==> src/rtl/fpu_seq_ctrl.sv <==
// Multi-cycle FPU sequencer: stalls decode for the selected unit latency, then strobes writeback.
// Optional stall-cycle counter port enabled with `define FPU_STALL_CNT_EN.
module fpu_seq_ctrl #(
    parameter int unsigned LAT_SHORT = 2,
    parameter int unsigned LAT_MUL   = 2,
    parameter int unsigned LAT_DIV   = 9,
    parameter int unsigned LAT_SQRT  = 9,
    parameter int unsigned RD_W      = 5
) (
    input  logic            clk,
    input  logic            rst_n,
    input  logic            issue_valid,
    input  logic            fpu_stall_op,
    input  logic [1:0]      fpu_class,
    input  logic [RD_W-1:0] rd,
    input  logic            flush,
    output logic            stall,
    output logic            fpu_start,
    output logic            busy,
    output logic            wb_valid,
    output logic [RD_W-1:0] wb_rd
`ifdef FPU_STALL_CNT_EN
    ,
    output logic [31:0]     stall_cycles
`endif
);

    localparam bit LAT_OK = (LAT_SHORT >= 1) && (LAT_SHORT <= 63) &&
                            (LAT_MUL   >= 1) && (LAT_MUL   <= 63) &&
                            (LAT_DIV   >= 1) && (LAT_DIV   <= 63) &&
                            (LAT_SQRT  >= 1) && (LAT_SQRT  <= 63);

    if (!LAT_OK) begin : g_lat_range
        $error("fpu_seq_ctrl: every latency parameter must be in 1..63");
    end

    typedef enum logic [1:0] {IDLE, BUSY, DONE} state_t;

    state_t          state, state_nx;
    logic [5:0]      cnt, cnt_nx, lat_sel;
    logic [RD_W-1:0] rd_q;
    logic            accept;

    always_comb begin
        lat_sel = 6'(LAT_SHORT);
        case (fpu_class)
            2'b00:   lat_sel = 6'(LAT_SHORT);
            2'b01:   lat_sel = 6'(LAT_MUL);
            2'b10:   lat_sel = 6'(LAT_DIV);
            default: lat_sel = 6'(LAT_SQRT);
        endcase
    end

    // A new op may start from IDLE or from the DONE cycle of the previous one.
    always_comb begin
        accept    = issue_valid & fpu_stall_op & ~flush & ((state == IDLE) | (state == DONE));
        state_nx  = state;
        cnt_nx    = cnt;
        fpu_start = accept;
        stall     = accept | (state == BUSY);
        case (state)
            IDLE, DONE: begin
                if (accept) begin
                    cnt_nx   = lat_sel - 6'd1;
                    state_nx = (lat_sel == 6'd1) ? DONE : BUSY;
                end else begin
                    state_nx = IDLE;
                end
            end
            BUSY: begin
                if (flush) begin
                    state_nx = IDLE;
                end else begin
                    cnt_nx = cnt - 6'd1;
                    if (cnt == 6'd1) state_nx = DONE;
                end
            end
            default: state_nx = IDLE;
        endcase
    end

    always_ff @(posedge clk or negedge rst_n) begin
        if (!rst_n) begin
            state    <= IDLE;
            cnt      <= '0;
            rd_q     <= '0;
            busy     <= 1'b0;
            wb_valid <= 1'b0;
            wb_rd    <= '0;
        end else begin
            state    <= state_nx;
            cnt      <= cnt_nx;
            busy     <= (state_nx == BUSY);
            wb_valid <= (state_nx == DONE);
            if (accept) rd_q <= rd;
            // A single-cycle op goes straight to DONE, so take rd directly.
            if (state_nx == DONE) wb_rd <= accept ? rd : rd_q;
        end
    end

`ifdef FPU_STALL_CNT_EN
    always_ff @(posedge clk or negedge rst_n) begin
        if (!rst_n) begin
            stall_cycles <= '0;
        end else if (stall && (stall_cycles != 32'hFFFF_FFFF)) begin
            stall_cycles <= stall_cycles + 32'd1;
        end
    end
`endif

endmodule

==> config.mk <==
export PLATFORM = sky130hd
export DESIGN_NAME = fpu_seq_ctrl
export DESIGN_NICKNAME = d
export VERILOG_FILES = /design/src/rtl/fpu_seq_ctrl.sv
export SDC_FILE = /design/constraint.sdc
export NUM_CORES = 1
export LEC_CHECK = 0
export CORE_MARGIN = 2
export CORE_UTILIZATION = 43
export DETAILED_ROUTE_END_ITERATION = 6
export PLACE_DENSITY = 0.71
export SLEW_MARGIN = 20
export SYNTH_ARGS = -nofsm -noshare
export SYNTH_HDL_FRONTEND = slang
export SYNTH_SLANG_ARGS = --single-unit
==> constraint.sdc <==
create_clock -name clk -period 1.9 [get_ports clk]
set_input_delay 0.38 -clock clk [delete_from_list [all_inputs] [get_ports clk]]
set_output_delay 0.38 -clock clk [all_outputs]
set_load 0.02 [all_outputs]
==> results_dict.tcl, run 1 <==
set metrics [dict create \
    sw_frac_of_total 0.335 \
    top_achievable_clock_speed_mhz 546 \
    drc 0 \
    r2r-start "cnt[3]$_DFFE_PN0P_" \
    design.portCount 21 \
    cells_after_dpl 120 \
    setup_total_negative_slack_ns 0 \
    ys_types 29 \
    clock_path_buffers 2 \
    pwr-share-seq 0.444 \
    num-nets-final 112 \
    critical_path.max_fanout 6 \
    fp-row-count 16 \
    cp-start-kind "primary input" \
    route.final.wire_length_um 1680 \
    areaGrowthSynthToFinish_pct 36.3 \
    firstDrtPassIters 2 \
    destination_of_the_worst_register_to_register_timing_path "wb_rd[3]$_DFFE_PN0N_" \
    worstPathArrival_ns 2.01 \
    critPathLaunch "flush" \
    final_cell_count_no_fill 123 \
    worstSetupEndpointType "flip-flop" \
    critical-path-max-stage-delay_ns 0.45 \
    hold_class "primary input to asynchronous set/reset pin" \
    worst_r2r_setup_slack_ns 0.10 \
    cell_internal_power_dissipation_mw 0.989 \
    gr-usage-all-layers 0.165 \
    inserted_diodes 0 \
    final_antenna_net_count 0 \
    final-hold-violation-count 0 \
    pwr-share-comb 0.429 \
    vias 651 \
    clock_tree.htree_level_count 1 \
    insertion_delay_ns 0.28 \
    via_count_of_the_first_global_routing_pass 667 \
    cp_data_required_time_ns 2.08 \
    final_max_slew_viol_count 0 \
    power_per_cell_area_mw_per_mm2 1230 \
    syn_area_um2 886 \
    grt-ovfl-total 0 \
    synthCells 68 \
    setup_viol 0 \
    grt_max_degree 21 \
    run_status "complete, no violations" \
    layout_common_cells "20 x sky130_fd_sc_hd__dfrtp_1, 17 x sky130_fd_sc_hd__clkdlybuf4s50_1, 10 x sky130_fd_sc_hd__mux2_2" \
    p_clk_frac 0.127 \
    cts_tree "yes" \
    floorplan.die.width_um 49.4 \
    die_height_um 49.4 \
    ys_seq_elements 20 \
    floorplan.core_area_mm2 0.00196 \
    r2r_cells 4 \
    gp_routability_congestion 0.817 \
    routed_via_density 5.29 \
    cts_made_buffers 3 \
    clock_tree.root_cell "sky130_fd_sc_hd__clkbuf_4" \
    post_cts_buffers 0 \
    initialDrtViolationCount 5 \
    postSynthNetCount 82 \
    post_drt_wl_per_cell_um 13.6 \
    final_period_minus_worst_setup_slack_ns 1.83 \
    fill_cells 179 \
    numClockSinks 20 \
    vdd_ir_drop_max_mv 0.823 \
    hpwlAfterDp_um 1260 \
    switchingPower_mw 0.499 \
    crit_slowest_cell "sky130_fd_sc_hd__clkdlybuf4s50_1" \
    slew_headroom 0.804 \
    unrepaired_setup_endpoints_after_global_routing "no" \
    grt_first_pass_wirelength_um 3080 \
    antenna_found_initial 0 \
    endpoint "wb_rd[3]$_DFFE_PN0N_" \
    finalClockSkew_ns 0.00107 \
    timing.critical_path.cells "clkdlybuf4s50_1 > or3b_1 > nor4b_4 > buf_4 > mux2_2" \
    layout_commonest_cell "sky130_fd_sc_hd__dfrtp_1" \
    post_route_cells_drive_above_1_share 0.302 \
    fin_crit_sh 0.964 \
    path_clk_slew_ns 0.10 \
    cellLeakagePower_nw 0.524 \
    max_slew.worst_pin.slew_ns 0.290 \
    synth_seq_area_share 0.565 \
    postCtsHoldBufs 0 \
    post_synth.cell_area_avg_um2 13.0 \
    initial_utilization 0.452 \
    port_buffers 19 \
    path_class "primary input to flip-flop" \
    timing.max_cap.violations 0 \
    die_area_mm2 0.00244 \
    ys.warnings.count 0 \
]
==> routing by layer <==
layer / vias up / global-route usage / routed length (um)
met5: - / 0 / 0
met4: 0 / 0.0602 / 12
met3: 2 / 0.0399 / 80
met2: 16 / 0.277 / 835
met1: 323 / 0.205 / 748
li1: 310 / - / -
==> worst min path at each step <==
stage / start / to / slack (ns) / cells after the start
detailed placement: rd_q[0]$_DFF_PN0_ / rd_q[0]$_DFF_PN0_ / 0.48 / 1
CTS: rst_n / cnt[2]$_DFFE_PN0P_ / 0.43 / 2
global route: rst_n / rd_q[1]$_DFF_PN0_ / 0.43 / 2
floorplan: rst_n / busy$_DFF_PN0_ / 0.08 / 0
finish: rst_n / cnt[3]$_DFFE_PN0P_ / 0.42 / 2
global placement: rd_q[1]$_DFF_PN0_ / rd_q[1]$_DFF_PN0_ / 0.48 / 1
==> cell families (layout without fill, tap and decap cells) <==
kind of cell	after synthesis	count (layout)	synth area share
multiplexers	10	10	0.127
adder cells (fa/ha/maj)	2	2	0.0282
buffers and inverters	7	35	0.0325
flip-flops	20	20	0.565
XOR/XNOR	1	1	0.00989
AO/OA/AOI/OAI	11	11	0.0833
AND/OR/NAND/NOR	17	17	0.154
==> layout make-up <==
class	instances	area [um^2]	area share
clock buffer	3	22.5	0.0187
inverter	4	15.0	0.0124
multi-input combinational	41	388	0.321
timing repair buffer	28	248	0.205
sequential	20	500	0.415
tap	27	33.8	0.0280
==> stage by stage <==
stage	hold WS, ns	worst slack, ns	power, mW	utilization	area [um^2]
after floorplan	0.0844	0.125	1.01	-	886
after global placement	0.477	-0.309	1.28	0.593	1160
after detailed placement	0.483	-0.343	1.30	0.593	1160
after CTS	0.425	0.0108	1.51	0.616	1210
after global routing	0.430	0.0129	1.61	0.615	1210
final	0.421	0.0679	1.49	0.615	1210
==> worst max-delay path: cells and delay by family <==
family                 cells  cell delay [ns]
and+or+nand+nor            2             0.66
buffers and inverters      2             0.64
muxes                      1             0.33
==> cell usage after synthesis, drive strengths merged <==
master   number  area [um^2]
nand4bb       1         11.3
buf           2         10.0
o41ai         1         8.76
o31a          1         8.76
or3b          1         8.76
nand2b        1         6.26
or4b          1         10.0
ha            2         25.0
nor4bb        1         10.0
a21oi         2         10.0
mux2         10          113
o21ai         3         15.0
nor2          1         3.75
a21boi        1         7.51
nor4b         2         32.5
dfrtp        20          500
or4           2         16.3
inv           4         15.0
o211ai        1         7.51
nand2         2         7.51
o31ai         1         7.51
clkbuf        1         3.75
o311ai        1         8.76
nand3         2         10.0
nor3b         1         7.51
xnor2         1         8.76
or3           2         12.5
==> power by group through the flow <==
stage / combinational [mW] / sequential [mW] / clock, mW
finish: 0.639 / 0.661 / 0.189
CTS: 0.644 / 0.662 / 0.200
detailed placement: 0.633 / 0.671 / 0
global route: 0.697 / 0.686 / 0.225
global placement: 0.621 / 0.662 / 0
floorplan: 0.309 / 0.702 / 0
==> state kept, by name, indices dropped and copies added, names as in the netlist <==
register,flops
wb_rd,5
rd_q,5
cnt,6
busy,1
wb_valid,1
state,2
==> repair_timing <==
action,in CTS,in global routing
setup endpoints to repair,3,3
gates resized for setup,6,3
pin swaps,0,1
gates cloned,0,0
Note: power is estimated with default switching activity, not from simulation.
==> run 2: changes to the inputs <==
--- a/config.mk
+++ b/config.mk
@@ -9,6 +9,7 @@
 export CORE_UTILIZATION = 43
 export DETAILED_ROUTE_END_ITERATION = 6
 export PLACE_DENSITY = 0.71
+export REMOVE_ABC_BUFFERS = 1
 export SLEW_MARGIN = 20
 export SYNTH_ARGS = -nofsm -noshare
 export SYNTH_HDL_FRONTEND = slang
==> run 2 against run 1 <==
Clock power about the same. Total power up 1.0%. Critical path depth unchanged. Core utilization unchanged. Setup slack worse by 0.016 ns. Die area unchanged. Register-to-register slack about the same. Final cell count unchanged. Sequential share of layout area unchanged. Largest power group unchanged.
==> results_dict.tcl, run 2 (same netlist as run 1, synthesis figures left out) <==
set metrics [dict create \
    max_slew.worst_pin.slew_ns 0.304 \
    fill_cells 176 \
    finalClockSkew_ns 0.0122 \
    port_buffers 19 \
    grt_max_degree 21 \
    drc 0 \
    route.final.wire_length_um 1810 \
    largest_reg_flops 6 \
    slew_headroom 0.795 \
    cts_tree "yes" \
    initialDrtViolationCount 10 \
    post_route_cells_drive_above_1_share 0.302 \
    path_class "primary input to flip-flop" \
    initial_utilization 0.452 \
    clock_tree.htree_level_count 1 \
    fp-row-count 16 \
    grt-ovfl-total 0 \
    run_status "complete, no violations" \
    final-hold-violation-count 0 \
    final_period_minus_worst_setup_slack_ns 1.85 \
    inserted_diodes 0 \
    top_achievable_clock_speed_mhz 541 \
    utilization 0.615 \
    layout_common_cells "20 x sky130_fd_sc_hd__dfrtp_1, 17 x sky130_fd_sc_hd__clkdlybuf4s50_1, 10 x sky130_fd_sc_hd__mux2_2" \
    setup_viol 0 \
    antenna_found_initial 0 \
    final_max_slew_viol_count 0 \
    vias 637 \
    timing.critical_path.cells "clkdlybuf4s50_1 > or3b_1 > nor4b_4 > buf_4 > mux2_2" \
    final_antenna_net_count 0 \
    floorplan.core_area_mm2 0.00196 \
    layout_commonest_cell "sky130_fd_sc_hd__dfrtp_1" \
    regMostFlops "cnt" \
    worstSetupEndpointType "flip-flop" \
    numClockSinks 20 \
    gr-usage-all-layers 0.162 \
    final_cell_count_no_fill 123 \
    areaGrowthSynthToFinish_pct 36.3 \
    cp-start-kind "primary input" \
    floorplan.die.width_um 49.4 \
    gp_routability_congestion 0.826 \
    critical-path-top-delay-family "simple AND/OR/NAND/NOR gates" \
    routed_via_density 5.18 \
    die_area_mm2 0.00244 \
    cellLeakagePower_nw 0.524 \
    vdd_ir_drop_max_mv 0.761 \
    reg.largest.list "cnt: 6 flops, rd_q: 5 flops, wb_rd: 5 flops" \
    fin_crit_sh 0.973 \
    cells_after_dpl 120 \
    insertion_delay_ns 0.29 \
    critical_path.max_fanout 6 \
    critical-path-max-stage-delay_ns 0.46 \
    hpwlAfterDp_um 1300 \
    postCtsHoldBufs 0 \
    path_clk_slew_ns 0.11 \
    hold_class "primary input to asynchronous set/reset pin" \
    cts_made_buffers 3 \
    design.portCount 21 \
    num-nets-final 112 \
    power_per_cell_area_mw_per_mm2 1250 \
    critPathBufInv 2 \
    via_count_of_the_first_global_routing_pass 671 \
    clock_path_buffers 2 \
    firstDrtPassIters 4 \
    clock_tree.root_cell "sky130_fd_sc_hd__clkbuf_4" \
    crit_slowest_cell "sky130_fd_sc_hd__clkdlybuf4s50_1" \
    die_height_um 49.4 \
    timing.max_cap.violations 0 \
    cp_data_required_time_ns 2.08 \
    post_drt_wl_per_cell_um 14.7 \
    post_cts_buffers 0 \
    worstPathArrival_ns 2.03 \
    unrepaired_setup_endpoints_after_global_routing "no" \
    grt_first_pass_wirelength_um 2970 \
]
==> run 2: cell counts in the layout (fill, tap and decap cells not counted) <==
No cell type changed its count.
==> run 2: what timing repair did <==
action	CTS	global route
setup endpoints to repair	3	3
gates resized for setup	4	5
cloned	0	0
pin swaps	0	1
==> run 2: worst reg2reg max path, stage by stage, from the launching register on <==
cell	delay (ns)
sky130_fd_sc_hd__dfrtp_1	0.42
sky130_fd_sc_hd__or3_1	0.47
sky130_fd_sc_hd__nor4b_4	0.28
sky130_fd_sc_hd__buf_4	0.19
sky130_fd_sc_hd__mux2_2	0.33
==> run 2: stage by stage <==
stage               hold WS (ns)  cell area [um^2]  setup WS [ns]  power, mW  setup TNS [ns]
global route               0.413              1210         0.0111       1.61               0
detailed placement         0.483              1160         -0.278       1.31           -2.25
floorplan                 0.0844               872          0.121      0.996               0
finish                     0.414              1210         0.0522       1.50               0
CTS                        0.420              1190        0.00279       1.51               0
global placement           0.478              1160         -0.260       1.28           -2.01
==> run 2: cell type report <==
class	count	area, um^2	area share
flip-flops and latches	20	500	0.415
well taps	27	33.8	0.0280
inverters	4	15.0	0.0124
clock buffers	3	22.5	0.0187
multi-input cells	41	388	0.321
repair buffers	28	248	0.205
==> run 2: worst paths after layout <==
check / start / endpoint / slack [ns] / depth (start not counted)
max: flush / wb_rd[3]$_DFFE_PN0N_ / 0.05 / 5
min: rst_n / cnt[5]$_DFFE_PN0P_ / 0.41 / 2
max reg2reg: cnt[3]$_DFFE_PN0P_ / wb_rd[3]$_DFFE_PN0N_ / 0.11 / 4
min reg2reg: rd_q[0]$_DFF_PN0_ / rd_q[0]$_DFF_PN0_ / 0.50 / 1
max in group asynchronous: rst_n / wb_rd[3]$_DFFE_PN0N_ / 1.27 / 2
min in group clk: rd_q[0]$_DFF_PN0_ / rd_q[0]$_DFF_PN0_ / 0.50 / 1
==> run 2: layer usage <==
metal,track usage,share of wire
met3,0.0245,0.044
met2,0.270,0.52
met4,0.0694,0.0055
met5,0,0
met1,0.208,0.43
==> run 2: where the power goes <==
part	leakage, nW	total [mW]	internal (mW)	switching (mW)
registers	0.255	0.664	0.573	0.0915
clock network	0.0138	0.192	0.0737	0.118
logic	0.256	0.647	0.345	0.302
==> run 3: changes to the inputs <==
--- a/config.mk
+++ b/config.mk
@@ -5,6 +5,7 @@
 export SDC_FILE = /design/constraint.sdc
 export NUM_CORES = 1
 export LEC_CHECK = 0
+export CAP_MARGIN = 20
 export CORE_MARGIN = 2
 export CORE_UTILIZATION = 43
 export DETAILED_ROUTE_END_ITERATION = 6
==> results of run 3 <==
The final DEF is identical to that of run 2; final timing and power are the same.
